===== config.mk =====
export PLATFORM = sky130hd
export DESIGN_NAME = miner_result_uart_tx_flat
export DESIGN_NICKNAME = d
export VERILOG_FILES = /design/src/rtl/miner_result_uart_tx_if.sv /design/src/rtl/miner_result_uart_tx.sv /design/src/flat_wrapper.sv
export SDC_FILE = /design/constraint.sdc
export NUM_CORES = 1
export LEC_CHECK = 0
export ABC_AREA = 1
export BUFFER_PORTS_ARGS = -buffer_cell sky130_fd_sc_hd__clkbuf_2
export CORE_MARGIN = 3
export CORE_UTILIZATION = 40
export CTS_CLUSTER_SIZE = 16
export DETAILED_ROUTE_END_ITERATION = 6
export HOLD_SLACK_MARGIN = 0.15
export SLEW_MARGIN = 10
export SYNTH_ARGS = -nofsm -noshare
export SYNTH_HDL_FRONTEND = slang
export SYNTH_SLANG_ARGS = --single-unit
export TNS_END_PERCENT = 10

===== constraint.sdc =====
create_clock -name clk -period 4.4 [get_ports clk]
set_input_delay 0.44 -clock clk [delete_from_list [all_inputs] [get_ports clk]]
set_output_delay 0.44 -clock clk [all_outputs]
set_load 0.005 [all_outputs]

===== src/rtl/miner_result_uart_tx_if.sv =====
// Miner status/result bus as seen by the result-reporting UART transmitter.
interface miner_result_uart_tx_if;
    logic         found;
    logic         exhausted;
    logic [31:0]  nonce_out;
    logic [255:0] hash_out;

    modport master (output found, exhausted, nonce_out, hash_out);
    modport slave  (input  found, exhausted, nonce_out, hash_out);
endinterface


===== src/rtl/miner_result_uart_tx.sv =====
// Captures each miner completion event and sends it to the host as one
// 39-byte UART 8N1 frame: A5, status, nonce[4], hash[32], XOR checksum.
module miner_result_uart_tx #(
    parameter int CLKS_PER_BIT = 434
) (
    input  logic                  clk,
    input  logic                  rst_n,
    miner_result_uart_tx_if.slave miner,
    output logic                  uart_tx,
    output logic                  tx_busy,
    output logic                  frame_done,
    output logic                  overrun
);

    localparam int              BAUD_W    = $clog2(CLKS_PER_BIT);
    localparam logic [BAUD_W-1:0] BAUD_TC = BAUD_W'(CLKS_PER_BIT - 1);
    localparam logic [5:0]      LAST_BYTE = 6'd38;

    typedef enum logic [1:0] {S_IDLE, S_START, S_DATA, S_STOP} state_t;

    state_t              state_q, state_d;
    logic [BAUD_W-1:0]   baud_q, baud_d;
    logic [2:0]          bit_q, bit_d;
    logic [5:0]          byte_q, byte_d;
    logic                found_q, exh_q;
    logic [7:0]          status_q, csum_q, csum_in, tx_byte;
    logic [31:0]         nonce_q;
    logic [255:0]        hash_q;
    logic                evt, baud_tc, capture, tx_d, done_d;

    assign evt     = (miner.found & ~found_q) | (miner.exhausted & ~exh_q);
    assign baud_tc = (baud_q == BAUD_TC);
    assign tx_busy = (state_q != S_IDLE);

    // Checksum is taken over the inputs at capture so the frame needs no running XOR.
    always_comb begin
        csum_in = {6'b0, miner.exhausted, miner.found};
        for (int k = 0; k < 4; k++)  csum_in = csum_in ^ miner.nonce_out[8*k +: 8];
        for (int k = 0; k < 32; k++) csum_in = csum_in ^ miner.hash_out[8*k +: 8];
    end

    always_comb begin
        state_d = state_q;
        baud_d  = baud_q;
        bit_d   = bit_q;
        byte_d  = byte_q;
        capture = 1'b0;
        done_d  = 1'b0;
        case (state_q)
            S_IDLE: begin
                if (evt) begin
                    state_d = S_START;
                    baud_d  = '0;
                    bit_d   = '0;
                    byte_d  = '0;
                    capture = 1'b1;
                end
            end
            S_START: begin
                if (baud_tc) begin
                    state_d = S_DATA;
                    baud_d  = '0;
                    bit_d   = '0;
                end else begin
                    baud_d = baud_q + 1'b1;
                end
            end
            S_DATA: begin
                if (baud_tc) begin
                    baud_d = '0;
                    if (bit_q == 3'd7) state_d = S_STOP;
                    else               bit_d   = bit_q + 1'b1;
                end else begin
                    baud_d = baud_q + 1'b1;
                end
            end
            S_STOP: begin
                if (baud_tc) begin
                    baud_d = '0;
                    if (byte_q == LAST_BYTE) begin
                        state_d = S_IDLE;
                        byte_d  = '0;
                        done_d  = 1'b1;
                    end else begin
                        state_d = S_START;
                        byte_d  = byte_q + 1'b1;
                    end
                end else begin
                    baud_d = baud_q + 1'b1;
                end
            end
            default: state_d = S_IDLE;
        endcase
    end

    always_comb begin
        int idx;
        idx     = int'(byte_d);
        tx_byte = 8'hA5;
        if (idx == 1)       tx_byte = status_q;
        else if (idx <= 5 && idx >= 2)  tx_byte = nonce_q[8*(5-idx) +: 8];
        else if (idx <= 37 && idx >= 6) tx_byte = hash_q[8*(37-idx) +: 8];
        else if (idx == 38) tx_byte = csum_q;
        case (state_d)
            S_START: tx_d = 1'b0;
            S_DATA:  tx_d = tx_byte[bit_d];
            default: tx_d = 1'b1;
        endcase
    end

    // Line level is registered from the next-state view so it changes only on clock edges.
    always_ff @(posedge clk or negedge rst_n) begin
        if (!rst_n) begin
            state_q    <= S_IDLE;
            baud_q     <= '0;
            bit_q      <= '0;
            byte_q     <= '0;
            uart_tx    <= 1'b1;
            frame_done <= 1'b0;
        end else begin
            state_q    <= state_d;
            baud_q     <= baud_d;
            bit_q      <= bit_d;
            byte_q     <= byte_d;
            uart_tx    <= tx_d;
            frame_done <= done_d;
        end
    end

    always_ff @(posedge clk or negedge rst_n) begin
        if (!rst_n) begin
            found_q  <= 1'b0;
            exh_q    <= 1'b0;
            status_q <= '0;
            nonce_q  <= '0;
            hash_q   <= '0;
            csum_q   <= '0;
            overrun  <= 1'b0;
        end else begin
            found_q <= miner.found;
            exh_q   <= miner.exhausted;
            if (capture) begin
                status_q <= {6'b0, miner.exhausted, miner.found};
                nonce_q  <= miner.nonce_out;
                hash_q   <= miner.hash_out;
                csum_q   <= csum_in;
            end
            if (evt && state_q != S_IDLE) overrun <= 1'b1;
        end
    end

endmodule


===== src/flat_wrapper.sv =====
// flat-port wrapper written by rule: the top's interface ports become plain ports
module miner_result_uart_tx_flat 
#(
    parameter int CLKS_PER_BIT = 434
)
  (clk, rst_n, uart_tx, tx_busy, frame_done, overrun, miner_found, miner_exhausted, miner_nonce_out, miner_hash_out);
  miner_result_uart_tx_if miner_i ();
  input  logic clk;
  input  logic rst_n;
  output logic uart_tx;
  output logic tx_busy;
  output logic frame_done;
  output logic overrun;
  input wire logic [$bits(miner_i.found)-1:0] miner_found;
  input wire logic [$bits(miner_i.exhausted)-1:0] miner_exhausted;
  input wire logic [$bits(miner_i.nonce_out)-1:0] miner_nonce_out;
  input wire logic [$bits(miner_i.hash_out)-1:0] miner_hash_out;
  assign miner_i.found = miner_found;
  assign miner_i.exhausted = miner_exhausted;
  assign miner_i.nonce_out = miner_nonce_out;
  assign miner_i.hash_out = miner_hash_out;
  miner_result_uart_tx #(.CLKS_PER_BIT(CLKS_PER_BIT)) u_core (.clk(clk), .rst_n(rst_n), .miner(miner_i), .uart_tx(uart_tx), .tx_busy(tx_busy), .frame_done(frame_done), .overrun(overrun));
endmodule

==> flow_metrics.py <==
metrics = {
    "global_route": {
        "gr-usage-all-layers_pct": 27.03,
        "grt_pass1_vias": 18640,
        "grt_pass1_wl_um": 105400,
        "antenna_found_initial": 0,
        "grt-ovfl-total": 0,
        "grt_max_degree": 178,
    },
    "floorplan": {
        "start_util_pct": 40.81,
        "num_rows": 78,
        "die_area_sq_um": 49320,
        "die_y_um": 222.1,
        "pin_count": 296,
        "die_w_um": 222.1,
        "core_area_sq_um": 45770,
    },
    "worst_hold_path": {
        "hp-class": "input port to flip-flop",
    },
    "yosys": {
        "ys_seq_area_share_pct": 43.28,
        "async_flop_share_pct": 100.0,
        "synthDistinctLibCells": 41,
        "ys_ff_latch": 323,
        "synth_area_per_cell_sq_um": 7.525,
        "synth_area_sq_um": 18680,
        "synth_warnings": 0,
        "synth-edff-count": 0,
        "syn_nets": 2787,
        "synth_cells": 2482,
        "synth_flop_cell": "dfrtp_1",
    },
    "worst_setup_path": {
        "cp_cell_sequence": "inv_1 > ha_1 > nand2_2 > nand2_2 > nand2_2 > nand2_4 > buf_12 > nor2_1 > o21ai_0 > nor2_1 > nor2_1 > nand2_1 > nand2_1 > nand3_1 > nand2_1 > nand2_1 > nand2_1 > nand3_1 > nand2_1 > nand2_1 > a21oi_1",
        "path_common_cell": "nand2_1",
        "worstPathMaxFanout": 160,
        "worstPathRequired_ns": 4.90,
        "path_class": "flip-flop to flip-flop",
        "critPathMaxStageDelay_ns": 0.56,
        "cp.arrival_ns": 4.04,
        "cp-end-kind": "flip-flop",
        "critPathSlowestCell": "buf_12",
        "cp-start-kind": "flip-flop",
    },
    "sta": {
        "fin_worst_skew_ns": 0.02525,
        "slew_violations": 0,
        "finalSetupTns_ns": 0,
        "worst_pin_slew_ns": 1.053,
        "clock.fmax_ghz": 0.2825,
        "min_period_ns": 3.540,
        "final-hold-violation-count": 0,
        "relSlewSlack_pct": 29.81,
        "period_share_pct": 80.45,
        "rsz0062_at_grt": "false",
        "setup_violations": 0,
        "hold_ws_ns": 0.1619,
    },
    "detailed_routing": {
        "via_per_inst": 5.033,
        "drt_wl_total_um": 67040,
        "antenna_left": 0,
        "vias": 18080,
        "drt_iter0_markers": 1570,
        "first_pass_iters": 5,
        "drcViolationCount": 0,
        "routedWlPerCell_um": 18.66,
    },
    "finish": {
        "diodes": 0,
        "final_util_pct": 53.27,
        "syn2layout_area_growth_pct": 30.55,
        "drive_above_1_share_pct": 13.97,
        "fin_area_sq_um": 24380,
        "final_nets": 3269,
    },
    "power_and_ir_drop": {
        "power_density_nw_per_um2": 308.2,
        "p_leak_uw": 0.01227,
        "peakVddDrop_mv": 0.2429,
    },
    "clock_tree": {
        "cts_buffers": 38,
        "clock_sinks": 323,
        "clkLatencyLatePin_ns": 0.56,
        "cts_htree_levels": 2,
        "path_clk_slew_ns": 0.06,
        "root_buffer": "clkbuf_16",
        "cts.path.max_buffers": 3,
        "tritoncts": "done",
    },
    "placement": {
        "io_buffers": 295,
        "placed_cell_area_sq_um": 20600,
        "gp_congestion": 0.8877,
        "hpwlAfterDp_um": 45380,
    },
    "run_status": {
        "outcome": "finished clean",
    },
    "flow_run": {
        "cap_violations": 0,
    },
}
-- cells in the final DEF, fill, tap and decap left out, types with 8 or more instances in the layout --
| master | synthesis | layout |
|---|---|---|
| xnor2_1 | 175 | 175 |
| dfrtp_1 | 322 | 322 |
| clkbuf_8 | 0 | 11 |
| clkbuf_16 | 0 | 38 |
| nor2_1 | 56 | 55 |
| nor3_1 | 8 | 8 |
| buf_4 | 14 | 16 |
| clkbuf_2 | 0 | 294 |
| inv_1 | 146 | 146 |
| nand3b_1 | 28 | 28 |
| o22ai_1 | 8 | 8 |
| nand3_1 | 254 | 254 |
| nand2_1 | 1037 | 1035 |
| a21oi_1 | 21 | 20 |
| o21ai_0 | 112 | 112 |
| dlygate4sd3_1 | 0 | 251 |
| inv_2 | 10 | 10 |
| ha_1 | 13 | 13 |
| xor2_1 | 107 | 107 |
-- metal layers --
layer	wire length (um)	vias to the layer above	global-route usage [%]
li1	-	8718	-
met1	29350	8661	36.14
met2	32180	596	45.50
met3	3380	107	3.350
met4	2128	0	9.143
met5	0	-	0
-- cell usage after synthesis, types with 4 or more instances --
library cell | instances | area share (%)
nand2_1 | 1037 | 21
dfrtp_1 | 322 | 43
nand3_1 | 254 | 6.8
xnor2_1 | 175 | 8.2
inv_1 | 146 | 2.9
o21ai_0 | 112 | 3.0
xor2_1 | 107 | 5.0
clkbuf_1 | 68 | 1.4
nor2_1 | 56 | 1.1
buf_2 | 33 | 0.88
nand3b_1 | 28 | 1.1
a21oi_1 | 21 | 0.56
buf_4 | 14 | 0.56
ha_1 | 13 | 0.87
inv_2 | 10 | 0.20
buf_1 | 8 | 0.16
nor3_1 | 8 | 0.21
o22ai_1 | 8 | 0.27
nand4_1 | 7 | 0.23
o211ai_1 | 7 | 0.28
o21ai_1 | 7 | 0.19
nand2_2 | 5 | 0.17
buf_6 | 4 | 0.24
nand2_4 | 4 | 0.24
-- per-stage QoR --
| stage | total power (uW) | cells | worst slack, ns |
|---|---|---|---|
| 5_1_grt | 7782 | 3593 | 0.4264 |
| 3_5_place_dp | 4152 | 3273 | 0.8427 |
| 6_report | 7516 | 3593 | 0.8602 |
| 3_3_place_gp | 4144 | 3273 | 0.8951 |
| 2_1_floorplan | 3659 | 2482 | 0.8769 |
| 4_1_cts | 7567 | 3593 | 0.8310 |
-- sequential cells by signal, summed over array words and instances (netlist names) --
register and flops:
u_core.uart_tx 1, u_core.hash_q 256, u_core.baud_q 9, u_core.csum_q 8
u_core.exh_q 1, u_core.status_q 2, u_core.frame_done 1, u_core.bit_q 3
u_core.nonce_q 32, u_core.byte_q 6, u_core.state_q 2, u_core.found_q 1
u_core.overrun 1
-- timing repair --
| item | in CTS | in global routing |
|---|---|---|
| hold endpoints to repair | 337 | 0 |
| gates resized for setup | 0 | 0 |
| setup buffers | 0 | 0 |
| hold buffers | 251 | 0 |
-- final timing paths --
check	from	endpoint	slack (ns)	cells after the start
min in group asynchronous	rst_n	u_core.hash_q[183]$_DFFE_PN0P_	0.48	2
max in group asynchronous	rst_n	u_core.hash_q[75]$_DFFE_PN0P_	2.87	3
setup reg to reg	u_core.state_q[0]$_DFF_PN0_	u_core.uart_tx$_DFF_PN1_	0.86	21
setup / recovery	u_core.state_q[0]$_DFF_PN0_	u_core.uart_tx$_DFF_PN1_	0.86	21
hold / removal	miner_hash_out[132]	u_core.hash_q[132]$_DFFE_PN0P_	0.16	3
hold reg to reg	u_core.hash_q[254]$_DFFE_PN0P_	u_core.hash_q[254]$_DFFE_PN0P_	0.46	2
-- power by group --
group	internal (uW)	total [uW]	switching, uW
clock network	1900	3230	1320
registers	2970	2970	0.282
logic	619	1320	699
total	5490	7520	2020
-- logic make-up after synthesis --
group | Yosys count | share of synthesized area [%]
xor+xnor | 282 | 13.22
compound gates | 168 | 4.830
fa+ha+maj | 13 | 0.8709
simple gates | 1411 | 31.40
flops | 323 | 43.28
buf+inv | 285 | 6.391
-- cell type report --
cell class / count / area (sq um)
Sequential cell: 323 / 8084
Multi-Input combinational cell: 1874 / 9424
Clock inverter: 13 / 140.1
Timing Repair Buffer: 569 / 4259
Tap cell: 600 / 750.7
Inverter: 158 / 598.1
Clock buffer: 56 / 1129
Fill cell: 4274 / 21390
-- critical path, delay by kind of cell (launching register included) --
kind / cells / cell delay (ns)
AOI/OAI and AO/OA: 2 / 0.63
and+or+nand+nor: 16 / 1.34
adders and majority gates: 1 / 0.26
DFF: 1 / 0.41
buffers and inverters: 2 / 0.72
(Power assumes the default switching activity.)
